File: src/rtl/jtag_bridge_pkg.sv
// Shared types and constants for the JTAG user-chain register bridge.
// Contents: FSM state enum, status-bit offsets (relative to DATA_W) within
// the capture frame, and JTAGG IR codes for the ER1/ER2 user chains.
package jtag_bridge_pkg;

  typedef enum logic {
    IDLE = 1'b0,
    REQ  = 1'b1
  } state_e;

  // Status bit offsets above the read-data field of the capture frame
  localparam int unsigned STAT_BUSY = 0;
  localparam int unsigned STAT_OVR  = 1;
  localparam int unsigned STAT_TMO  = 2;

  // JTAGG user-chain instruction codes
  localparam logic [7:0] ER1 = 8'h32;
  localparam logic [7:0] ER2 = 8'h38;

endpackage

File: src/rtl/jtag_dr_shifter.sv
// Generic FW-bit JTAG data register: parallel capture load, LSB-first
// serial shift, serial out from bit 0. Reusable for any user chain.
// Ports:
//   clk, rst_n      clock, async active-low reset (register clears to 0)
//   capture_i       load capture_data_i (has priority over shift_i)
//   shift_i         shift right by one, tdi_i enters at the MSB
//   tdi_i           serial input
//   capture_data_i  parallel load value
//   data_o          current register contents
//   tdo_o           serial output, bit 0 of the register (combinational)
module jtag_dr_shifter #(
  parameter int unsigned FW = 41
) (
  input  logic          clk,
  input  logic          rst_n,
  input  logic          capture_i,
  input  logic          shift_i,
  input  logic          tdi_i,
  input  logic [FW-1:0] capture_data_i,
  output logic [FW-1:0] data_o,
  output logic          tdo_o
);

  logic [FW-1:0] shift_q, shift_d;

  // Next-state: capture, shift or hold
  always_comb begin
    shift_d = shift_q;
    if (capture_i) begin
      shift_d = capture_data_i;
    end else if (shift_i) begin
      shift_d = {tdi_i, shift_q[FW-1:1]};
    end
  end

  always_ff @(posedge clk or negedge rst_n) begin
    if (!rst_n) begin
      shift_q <= '0;
    end else begin
      shift_q <= shift_d;
    end
  end

  assign data_o = shift_q;
  assign tdo_o  = shift_q[0];

endmodule

File: src/rtl/jtag_reg_bridge.sv
// ER1 user-chain to request/acknowledge register bus bridge (JTCK domain).
// A DR scan shifts in {we, addr, wdata}; the following Update-DR launches one
// bus transaction. Capture-DR returns {tmo, ovr, busy, rdata} (read-to-clear
// flags).
// Ports:
//   JTCK, JRSTN            clock, async active-low reset
//   JTDI, JSHIFT, JUPDATE  JTAGG user-chain signals (JUPDATE shared with ER2)
//   JCE1                   ER1 capture/shift enable
//   JTDO1                  serial out to JTAGG (combinational)
//   bus_req/we/addr/wdata  registered bus request outputs
//   bus_rdata, bus_ack     bus response (ack is a single-cycle pulse)
// Optional: define JTAG_REG_BRIDGE_TIMEOUT_EN to abort a request after
// TIMEOUT unacknowledged cycles (sets the timeout flag, rdata = all-ones).
module jtag_reg_bridge
  import jtag_bridge_pkg::*;
#(
  parameter int unsigned ADDR_W  = 8,
  parameter int unsigned DATA_W  = 32,
  parameter int unsigned TIMEOUT = 255
) (
  input  logic              JTCK,
  input  logic              JRSTN,
  input  logic              JTDI,
  input  logic              JSHIFT,
  input  logic              JUPDATE,
  input  logic              JCE1,
  output logic              JTDO1,
  output logic              bus_req,
  output logic              bus_we,
  output logic [ADDR_W-1:0] bus_addr,
  output logic [DATA_W-1:0] bus_wdata,
  input  logic [DATA_W-1:0] bus_rdata,
  input  logic              bus_ack
);

  localparam int unsigned FW = 1 + ADDR_W + DATA_W;

  state_e            state_q, state_d;
  logic              sel_q, sel_d;
  logic              req_q, req_d;
  logic              we_q, we_d;
  logic [ADDR_W-1:0] addr_q, addr_d;
  logic [DATA_W-1:0] wdata_q, wdata_d;
  logic [DATA_W-1:0] rdata_q, rdata_d;
  logic              ovr_q, ovr_d;
  logic              tmo_q, tmo_d;
  logic              ovr_set_c, tmo_set_c;
  logic              cap_c, shift_c, upd_c;
  logic [FW-1:0]     cap_data_c, frame_c;

`ifdef JTAG_REG_BRIDGE_TIMEOUT_EN
  localparam int unsigned CNT_W = $clog2(TIMEOUT + 1);
  logic [CNT_W-1:0] cnt_q, cnt_d;
`else
  logic unused_timeout_c;
  assign unused_timeout_c = |TIMEOUT;
`endif

  assign cap_c   = JCE1 & ~JSHIFT;
  assign shift_c = JCE1 & JSHIFT;
  // JUPDATE is common to both user chains; only act if ER1 was last selected
  assign upd_c   = JUPDATE & sel_q;

  // Capture frame: read data plus status bits, upper bits zero
  always_comb begin
    cap_data_c = '0;
    cap_data_c[DATA_W-1:0]         = rdata_q;
    cap_data_c[DATA_W + STAT_BUSY] = (state_q != IDLE);
    cap_data_c[DATA_W + STAT_OVR]  = ovr_q;
    cap_data_c[DATA_W + STAT_TMO]  = tmo_q;
  end

  jtag_dr_shifter #(
    .FW (FW)
  ) u_shifter (
    .clk            (JTCK),
    .rst_n          (JRSTN),
    .capture_i      (cap_c),
    .shift_i        (shift_c),
    .tdi_i          (JTDI),
    .capture_data_i (cap_data_c),
    .data_o         (frame_c),
    .tdo_o          (JTDO1)
  );

  // Next-state: bus FSM, sticky flags and chain select
  always_comb begin
    state_d   = state_q;
    sel_d     = sel_q;
    req_d     = req_q;
    we_d      = we_q;
    addr_d    = addr_q;
    wdata_d   = wdata_q;
    rdata_d   = rdata_q;
    ovr_d     = ovr_q;
    tmo_d     = tmo_q;
    ovr_set_c = 1'b0;
    tmo_set_c = 1'b0;
`ifdef JTAG_REG_BRIDGE_TIMEOUT_EN
    cnt_d     = cnt_q;
`endif

    case (state_q)
      IDLE: begin
        if (upd_c) begin
          we_d    = frame_c[FW-1];
          addr_d  = frame_c[DATA_W +: ADDR_W];
          wdata_d = frame_c[DATA_W-1:0];
          req_d   = 1'b1;
          state_d = REQ;
`ifdef JTAG_REG_BRIDGE_TIMEOUT_EN
          cnt_d   = '0;
`endif
        end
      end
      REQ: begin
        // A new command while one is outstanding is dropped
        if (upd_c) begin
          ovr_set_c = 1'b1;
        end
        // Ack wins over a simultaneous timeout
        if (bus_ack) begin
          req_d   = 1'b0;
          state_d = IDLE;
          if (!we_q) begin
            rdata_d = bus_rdata;
          end
        end
`ifdef JTAG_REG_BRIDGE_TIMEOUT_EN
        else if ((32'(cnt_q) + 32'd1) >= TIMEOUT) begin
          req_d     = 1'b0;
          state_d   = IDLE;
          rdata_d   = '1;
          tmo_set_c = 1'b1;
        end else begin
          cnt_d = cnt_q + CNT_W'(1);
        end
`endif
      end
      default: state_d = IDLE;
    endcase

    // Read-to-clear on capture; a set in the same cycle wins
    if (cap_c) begin
      ovr_d = 1'b0;
      tmo_d = 1'b0;
    end
    if (ovr_set_c) ovr_d = 1'b1;
    if (tmo_set_c) tmo_d = 1'b1;

    if (JUPDATE) begin
      sel_d = 1'b0;
    end else if (JCE1) begin
      sel_d = 1'b1;
    end
  end

  always_ff @(posedge JTCK or negedge JRSTN) begin
    if (!JRSTN) begin
      state_q <= IDLE;
      sel_q   <= 1'b0;
      req_q   <= 1'b0;
      we_q    <= 1'b0;
      addr_q  <= '0;
      wdata_q <= '0;
      rdata_q <= '0;
      ovr_q   <= 1'b0;
      tmo_q   <= 1'b0;
`ifdef JTAG_REG_BRIDGE_TIMEOUT_EN
      cnt_q   <= '0;
`endif
    end else begin
      state_q <= state_d;
      sel_q   <= sel_d;
      req_q   <= req_d;
      we_q    <= we_d;
      addr_q  <= addr_d;
      wdata_q <= wdata_d;
      rdata_q <= rdata_d;
      ovr_q   <= ovr_d;
      tmo_q   <= tmo_d;
`ifdef JTAG_REG_BRIDGE_TIMEOUT_EN
      cnt_q   <= cnt_d;
`endif
    end
  end

  assign bus_req   = req_q;
  assign bus_we    = we_q;
  assign bus_addr  = addr_q;
  assign bus_wdata = wdata_q;

endmodule

File: config.mk
export PLATFORM = sky130hd
export DESIGN_NAME = jtag_reg_bridge
export DESIGN_NICKNAME = d
export VERILOG_FILES = /design/src/rtl/jtag_bridge_pkg.sv /design/src/rtl/jtag_dr_shifter.sv /design/src/rtl/jtag_reg_bridge.sv
export SDC_FILE = /design/constraint.sdc
export NUM_CORES = 1
export LEC_CHECK = 0
export CAP_MARGIN = 10
export CORE_UTILIZATION = 36
export DETAILED_ROUTE_END_ITERATION = 12
export PLACE_DENSITY_LB_ADDON = 0.12
export SLEW_MARGIN = 40
export SYNTH_ARGS = -nofsm -noshare
export SYNTH_HDL_FRONTEND = slang
export SYNTH_SLANG_ARGS = --single-unit
File: constraint.sdc
create_clock -name JTCK -period 3.7 [get_ports JTCK]
set_input_delay 0.74 -clock JTCK [delete_from_list [all_inputs] [get_ports JTCK]]
set_output_delay 0.74 -clock JTCK [all_outputs]
set_load 0.03 [all_outputs]
==> flow_metrics.env <==
export IMPL_clk_latency_ns=0.40
export IMPL_ios=82
export IMPL_setup_viol=0
export IMPL_post_cts_buffers=0
export IMPL_grt_overflow=0
export IMPL_cts_hold_buf=0
export IMPL_synth_simple_area_share_pct=3.75
export IMPL_drtIter0Drc=97
export IMPL_syn_area_um2=4900
export IMPL_synth_warnings=0
export IMPL_cts_buffer_depth=2
export IMPL_mostFrequentLayoutCells="118 x dfrtp_1, 78 x clkdlybuf4s50_1, 50 x mux2_4"
export IMPL_report_final_slew_viol_count=0
export IMPL_worst_slack_ns=1.43
export IMPL_grt_use_total_pct=14.9
export IMPL_synth_seq_cells=118
export IMPL_area_delta_synth_final_pct=31.0
export IMPL_timing_rr_start="bus_we"
export IMPL_first_global_vias=2997
export IMPL_synth_top_family_by_area="multiplexers"
export IMPL_worst_pin_slew_ns=0.796
export IMPL_cts_resized=0
export IMPL_drtAntennaViolNets=0
export IMPL_core_um2=13200
export IMPL_p_sw_share_pct=30.6
export IMPL_synthCells=335
export IMPL_outcome="finished, final reports clean"
export IMPL_final_hold_viol_count=0
export IMPL_root_buffer="clkbuf_16"
export IMPL_dieArea_um2=14100
export IMPL_required_ns=3.97
export IMPL_power_switching_w=0.00150
export IMPL_cts_tree="built"
export IMPL_rows=42
export IMPL_arrival_ns=2.54
export IMPL_post_route_period_util_pct=61.5
export IMPL_fin_worst_skew_ns=0.00648
export IMPL_clkPwrFrac_pct=31.3
export IMPL_pwr_density_cell_nw_per_um2=762
export IMPL_synth_xor_area_share_pct=0
export IMPL_r2r_end="rdata_q[13]"
export IMPL_muxShareOfSynthArea_pct=27.6
export IMPL_pre_cts_ws_ns=0.967
export IMPL_wl_per_cell_um=15.7
export IMPL_vias_per_cell=4.60
export IMPL_port_buffers=81
export IMPL_synth_top_area_cell="dfrtp_1"
export IMPL_maxSlewHeadroom_pct=47.0
export IMPL_synth_fa_ha_area_share_pct=0
export IMPL_path_class="in2reg"
export IMPL_grt_setup_unrepaired="false"
export IMPL_hpwl_um=6060
export IMPL_die_w_um=119
export IMPL_worstSetupStartpointType="input port"
export IMPL_cts_htree_levels=4
export IMPL_die_h_um=119
export IMPL_wl_um=9590
export IMPL_yosys_area_top_type_share_pct=60.3
export IMPL_total_power_w=0.00489
export IMPL_syn_nets=374
export IMPL_grt_start_max_net_pins=59
export IMPL_synthDistinctLibCells=22
export IMPL_crit_path_max_fanout=42
export IMPL_num_vias=2813
export IMPL_regToRegSetupSlack_ns=1.78
export IMPL_drtPass1Iterations=4
export IMPL_diodes=0
export IMPL_drive_gt1_share_pct=22.3
export IMPL_cts_inserted_buffers=17
export IMPL_gp_routability_congestion=0.660
export IMPL_worstSetupStartpoint="JUPDATE"
export IMPL_fin_tns_setup_ns=0
export IMPL_p_int_w=0.00339
export IMPL_layout_commonest_cell="dfrtp_1"
export IMPL_avgSynthCellArea_um2=14.6
export IMPL_hp_class="in2async"
export IMPL_r2r_cells=3
export IMPL_nets=461
export IMPL_yosysSeqAreaShare_pct=60.3
export IMPL_cts_num_sinks=118
export IMPL_antenna_found_initial=0
export IMPL_whs_ns=0.198
export IMPL_p_leak_nw=2.95
export IMPL_grt_pass1_wl_um=16000
export IMPL_synth_compound_area_share_pct=5.19
export IMPL_drc=0
export IMPL_peakVddDrop_mv=0.283
export IMPL_initial_core_util_pct=37.0
export IMPL_fmax_mhz=440
export IMPL_cap_violations=0
export IMPL_min_period_ns=2.27
export IMPL_path_clk_slew_ns=0.05
export IMPL_cp_end_kind="flop"
export IMPL_combPwrFrac_pct=28.6
export IMPL_ys_top_cells_by_area="dfrtp_1 60%, mux2_4 15%, mux2i_1 6.9%"
export IMPL_pwr_share_seq_pct=40.1
-- cell families after synthesis --
logic type / after synthesis
flops: 118
mux: 107
compound gates: 45
simple gates: 41
buf+inv: 24
-- routing by layer --
metal  wire (µm)  GRT usage, %
met4         108          5.22
met3         274          4.34
met5           0             0
met2        4460          22.8
met1        4750          20.2
-- Yosys cell counts (all sizes together) --
library cell,count
inv,4
o22ai,1
nor2,36
a32o,1
nand3b,2
nand2b,1
clkbuf,6
dfrtp,118
mux2i,34
buf,14
nand3,1
mux2,73
a22o,6
o21ai,2
a21oi,35
and2,1
-- flip-flops by register name (all words and copies together) (netlist names) --
name / count
ovr_q: 1
rdata_q: 32
state_q: 1
u_shifter.data_o: 41
bus_addr: 8
bus_wdata: 32
bus_req: 1
bus_we: 1
sel_q: 1
-- power by group through the flow --
stage / sequential (W) / clock [W] / combinational [W]
final: 0.00196 / 0.00153 / 0.00140
after global placement: 0.00197 / 0 / 0.00139
after detailed placement: 0.00198 / 0 / 0.00141
after global routing: 0.00202 / 0.00163 / 0.00149
after floorplan: 0.00226 / 0 / 0.000559
after CTS: 0.00196 / 0.00157 / 0.00142
-- worst max-delay path by stage --
stage,cells past startpoint,endpoint
2_1_floorplan,4,u_shifter.data_o[10]
3_3_place_gp,3,bus_wdata[9]
3_5_place_dp,3,bus_wdata[13]
4_1_cts,3,bus_wdata[26]
5_1_grt,3,bus_wdata[10]
6_report,3,bus_wdata[26]
-- worst max-delay path, cell delays in order --
cell and delay [ns]:
clkdlybuf4s50_1 0.57, nand3b_4 0.64, mux2_1 0.58
-- area by class of cell --
class                      instances  area (µm²)
inverter                           4        15.0
clock buffer                      20         457
timing repair buffer              88         881
tap                              176         220
sequential                       118        2950
clock inverter                    12         105
fill                            1197        6820
multi-input combinational        193        1790
-- metrics by stage --
| step | cell area (µm²) | util, % | std cells |
|---|---|---|---|
| 2_1_floorplan | 4900 | - | 335 |
| 3_3_place_gp | 5830 | 44.0 | 578 |
| 3_5_place_dp | 5830 | 44.0 | 578 |
| 4_1_cts | 6390 | 48.3 | 610 |
| 5_1_grt | 6420 | 48.5 | 611 |
| 6_report | 6420 | 48.5 | 611 |
Power figures use the tool's default switching activity.
